### config.mk
export PLATFORM = sky130hd
export DESIGN_NAME = breg_bank
export DESIGN_NICKNAME = d
export VERILOG_FILES = /design/src/rtl/breg_bank.sv
export SDC_FILE = /design/constraint.sdc
export NUM_CORES = 1
export LEC_CHECK = 0
export CAP_MARGIN = 5
export CORE_UTILIZATION = 53
export CTS_CLUSTER_SIZE = 14
export DETAILED_ROUTE_END_ITERATION = 16
export DONT_BUFFER_PORTS = 1
export MAX_ROUTING_LAYER = met4
export PLACE_DENSITY_LB_ADDON = 0.3
export SLEW_MARGIN = 0
export SYNTH_ARGS = -nofsm -noshare
export SYNTH_HDL_FRONTEND = slang
export SYNTH_SLANG_ARGS = --single-unit
export TNS_END_PERCENT = 1
### constraint.sdc
create_clock -name clk -period 4.9 [get_ports clk]
set_clock_uncertainty 0.1 [all_clocks]
set_input_delay 1.47 -clock clk [delete_from_list [all_inputs] [get_ports clk]]
set_output_delay 1.47 -clock clk [all_outputs]
set_load 0.02 [all_outputs]
### src/rtl/breg_bank.sv
// breg_bank: small register bank with per-entry ALU ops and bus drive.
// One entry is written per clock; zero/carry flags track the last write.
module breg_bank #(
  parameter int WIDTH = 8,
  parameter int DEPTH = 4,
  localparam int AW = $clog2(DEPTH)
) (
  input  logic             clk,
  input  logic             clr,
  input  logic [WIDTH-1:0] bus_in,
  input  logic [2:0]       op,
  input  logic [AW-1:0]    wsel,
  input  logic [AW-1:0]    rsel,
  input  logic             eb,
  output logic [WIDTH-1:0] out,
  output logic [WIDTH-1:0] bus_out,
  output logic             bus_oe,
  output logic             zero,
  output logic             carry
);

  localparam logic [2:0] OP_HOLD = 3'b000;
  localparam logic [2:0] OP_LOAD = 3'b001;
  localparam logic [2:0] OP_INC  = 3'b010;
  localparam logic [2:0] OP_DEC  = 3'b011;
  localparam logic [2:0] OP_SHL  = 3'b100;
  localparam logic [2:0] OP_SHR  = 3'b101;
  localparam logic [2:0] OP_ROTL = 3'b110;
  localparam logic [2:0] OP_CLR  = 3'b111;

  localparam logic [WIDTH-1:0] ONE = WIDTH'(1);

  logic [WIDTH-1:0] regs [DEPTH];
  logic [WIDTH-1:0] cur;
  logic [WIDTH-1:0] res;
  logic             cy;
  logic             wr;

  assign cur = regs[wsel];

  always_comb begin
    res = cur;
    cy  = carry;
    wr  = 1'b1;
    unique case (op)
      OP_HOLD: wr = 1'b0;
      OP_LOAD: res = bus_in;
      OP_INC: begin
        res = cur + ONE;
        cy  = &cur;
      end
      OP_DEC: begin
        res = cur - ONE;
        cy  = ~|cur;
      end
      OP_SHL: begin
        res = {cur[WIDTH-2:0], 1'b0};
        cy  = cur[WIDTH-1];
      end
      OP_SHR: begin
        res = {1'b0, cur[WIDTH-1:1]};
        cy  = cur[0];
      end
      OP_ROTL: begin
        res = {cur[WIDTH-2:0], cur[WIDTH-1]};
        cy  = cur[WIDTH-1];
      end
      OP_CLR: begin
        res = '0;
        cy  = 1'b0;
      end
    endcase
  end

  always_ff @(posedge clk) begin
    if (clr) begin
      for (int i = 0; i < DEPTH; i++)
        regs[i] <= '0;
      zero  <= 1'b0;
      carry <= 1'b0;
    end else if (wr) begin
      regs[wsel] <= res;
      zero       <= (res == '0);
      carry      <= cy;
    end
  end

  // Read path comes from stored state only, so a load of the
  // entry being driven onto the bus cannot form a loop.
  assign out     = regs[rsel];
  assign bus_oe  = eb;
  assign bus_out = eb ? regs[rsel] : '0;

endmodule

==> run_results.csv <==
group,metric,value,unit
synth,synth.avg_cell_area,10.4,um^2
timing,setup_viol_count_final,0,
hold_path,hold_path_class,"flop to flop",
setup_path,critPathMaxFanout,18,
synth,yosys_warnings,0,
cells_and_area,design_area,2630,um^2
cells_and_area,fin_nets,262,
cts,clockRootBuffer,"clkbuf_8",
setup_path,critical_path_arrival,4.08,ns
die,std_cell_rows,24,
cells_and_area,drive_above_1_share,14.7,%
die,start_util,56.8,%
synth,synth_ff_type,"edfxtp_1",
grt,gr-total-overflow,0,
die,die_h,71.5,um
synth,synth_edf_count,32,
status,outcome,"finished, final reports clean",
timing,period_share,85.0,%
detailed_routing,firstDrtPassIters,5,
placement,place.gp.congestion,0.979,
synth,synth_seq_cells,34,
power,ir_drop,0.222,mV
grt,grt_pass1_vias,1992,
cts,cts_hold_buf,0,
detailed_routing,avgViaCountPerCell,7.08,
timing,tightest_slew,0.756,ns
die,ios,37,
cells_and_area,n_fill_cell,370,
cts,cts_made_buffers,5,
detailed_routing,routed_wl,6.66,mm
timing,slew_violations,0,
timing,rsz0062_at_grt,"false",
placement,placed_area,2550,um^2
grt,antenna_found_initial,0,
synth,synth_nets,270,
cts,cts_setup_buffers,0,
setup_path,required,4.81,ns
grt,grt_usage,29.1,%
detailed_routing,drc,0,
cells_and_area,seq_area,1000,um^2
setup_path,end_kind,"flop",
timing,fin_crit,4.17,ns
grt,grt_max_degree,19,
power,p_total,0.000764,W
cts,path_clk_slew,0.07,ns
timing,finalSetupTns,0,ns
setup_path,r2r_cells,8,
timing,hold_viol,0,
detailed_routing,ant_nets,0,
setup_path,crit_type,"input pin to flop",
cells_and_area,multi_input_area,1450,um^2
hold_path,hold_path_depth,1,
synth,async_reset_ff_share,0,%
synth,syn_area,2560,um^2
timing,setup_ws,0.733,ns
cts,clockBufferDepth,2,
synth,synthCells,245,
cts,clock_sinks,34,
job,maxCapViolCount,0,
placement,dp_slack,0.531,ns
timing,maxSlewHeadroom,49.4,%
detailed_routing,wl_per_cell,23.0,um
timing,fmax,240,MHz
cells_and_area,area_delta_synth_final,2.89,%
cts,cts.repair.resized,0,
cts,clkLatencyLatePin,0.28,ns
timing,hold_ws,0.543,ns
grt,grt_first_pass_wirelength,10.6,mm
die,fp.coreArea,4500,um^2
synth,ys_types,54,
detailed_routing,dr.first_iter.drc_count,245,
power,p_per_area,290,nW/um^2
cts,cts_tree,"built",
placement,port_buffers,0,
synth,yosysSeqAreaShare,39.1,%
die,die_w,71.5,um
cts,cts_max_level,2,
die,dieArea,5110,um^2
setup_path,start_kind,"input pin",
power,power_leakage,0.955,nW
placement,place_hpwl,4.78,mm
detailed_routing,vias,2053,
cells_and_area,antenna-diode-count,0,
## report_power, final
part           switching [W]  internal (W)
Sequential         0.0000129      0.000342
Clock               0.000100     0.0000976
Combinational       0.000129     0.0000818
## layout by cell type (no fill, tap or decap), types with 3 or more instances in the layout
| cell | synthesis | final |
|---|---|---|
| a211oi_1 | 6 | 6 |
| a22oi_1 | 3 | 3 |
| edfxtp_1 | 32 | 32 |
| nor2_1 | 43 | 43 |
| nor2b_1 | 5 | 5 |
| mux4_2 | 18 | 18 |
| nand4_1 | 4 | 4 |
| a21oi_1 | 12 | 12 |
| o21ai_0 | 11 | 11 |
| ha_1 | 6 | 6 |
| and2_1 | 9 | 9 |
| nand2b_1 | 3 | 3 |
| inv_1 | 5 | 5 |
| clkbuf_8 | 0 | 5 |
| o211ai_1 | 4 | 4 |
| nand2_1 | 18 | 18 |
| mux2i_1 | 3 | 3 |
| nand3_1 | 3 | 3 |
## metrics by stage
stage / std cells / utilization [%]
after global routing: 290 / 58.4
after floorplan: 245 / -
after detailed placement: 282 / 56.6
final: 290 / 58.4
after CTS: 290 / 58.4
after global placement: 282 / 56.6
## state kept, by name, indices dropped and copies added (netlist names)
register	cells
regs	32
carry	1
zero	1
## cell type report
class,count,area share (%)
clock inverter,2,0.333
inverter,5,0.713
multi-input combinational,189,55.1
sequential,34,38.0
tap,52,2.47
timing repair buffer,2,0.571
clock buffer,6,2.76
## critical path: stages
cell and delay, ns:
nand2b_1 0.25, nor2_1 0.49, ha_1 0.40, a21o_1 0.22, a21oi_1 0.17, xor2_1 0.16, o21ai_0 0.14, a211oi_1 0.63
nor2_1 0.13
## synth_stat cells, types with 2 or more instances
library cell,n,area (um^2)
nand4_1,4,25.0
mux2_2,2,22.5
nor4_1,2,12.5
ha_1,6,75.1
nand2_1,18,67.6
a21oi_1,12,60.1
o22ai_1,2,12.5
xnor2_1,2,17.5
mux4_2,18,405
clkbuf_1,9,33.8
edfxtp_1,32,961
nor3_1,2,10.0
and2_1,9,56.3
xor2_1,2,17.5
o211ai_1,4,30.0
nor2_1,43,161
a22oi_1,3,22.5
o21ai_0,11,55.1
inv_1,5,18.8
buf_2,4,20.0
a211oi_1,6,45.0
dfxtp_1,2,40.0
a211o_1,2,17.5
o221ai_1,2,17.5
buf_6,2,22.5
nand2b_1,3,18.8
or4_1,2,15.0
mux2i_1,3,30.0
o21a_1,2,15.0
nor2b_1,5,31.3
nand3_1,3,15.0
## path summary, 6_finish.rpt
check / from / to / slack [ns]
worst max register to register: regs[2][1] / regs[0][4] / 1.59
worst min register to register: carry / carry / 0.54
worst min-delay path: carry / carry / 0.54
worst max-delay path: op[2] / regs[0][4] / 0.73
## cell families after synthesis
group | synth area share (%)
AO/OA/AOI/OAI | 16.1
XOR/XNOR | 1.37
adder cells (fa/ha/maj) | 3.72
flip-flops | 39.1
multiplexers | 17.9
AND/OR/NAND/NOR | 17.6
buffers and inverters | 4.16
## metal layers
metal  wire, um  track usage, %
met2       3070            42.5
met1       2770            40.1
met4        151            10.2
met5          0               -
met3        670            7.03
Power figures use the tool's default switching activity.
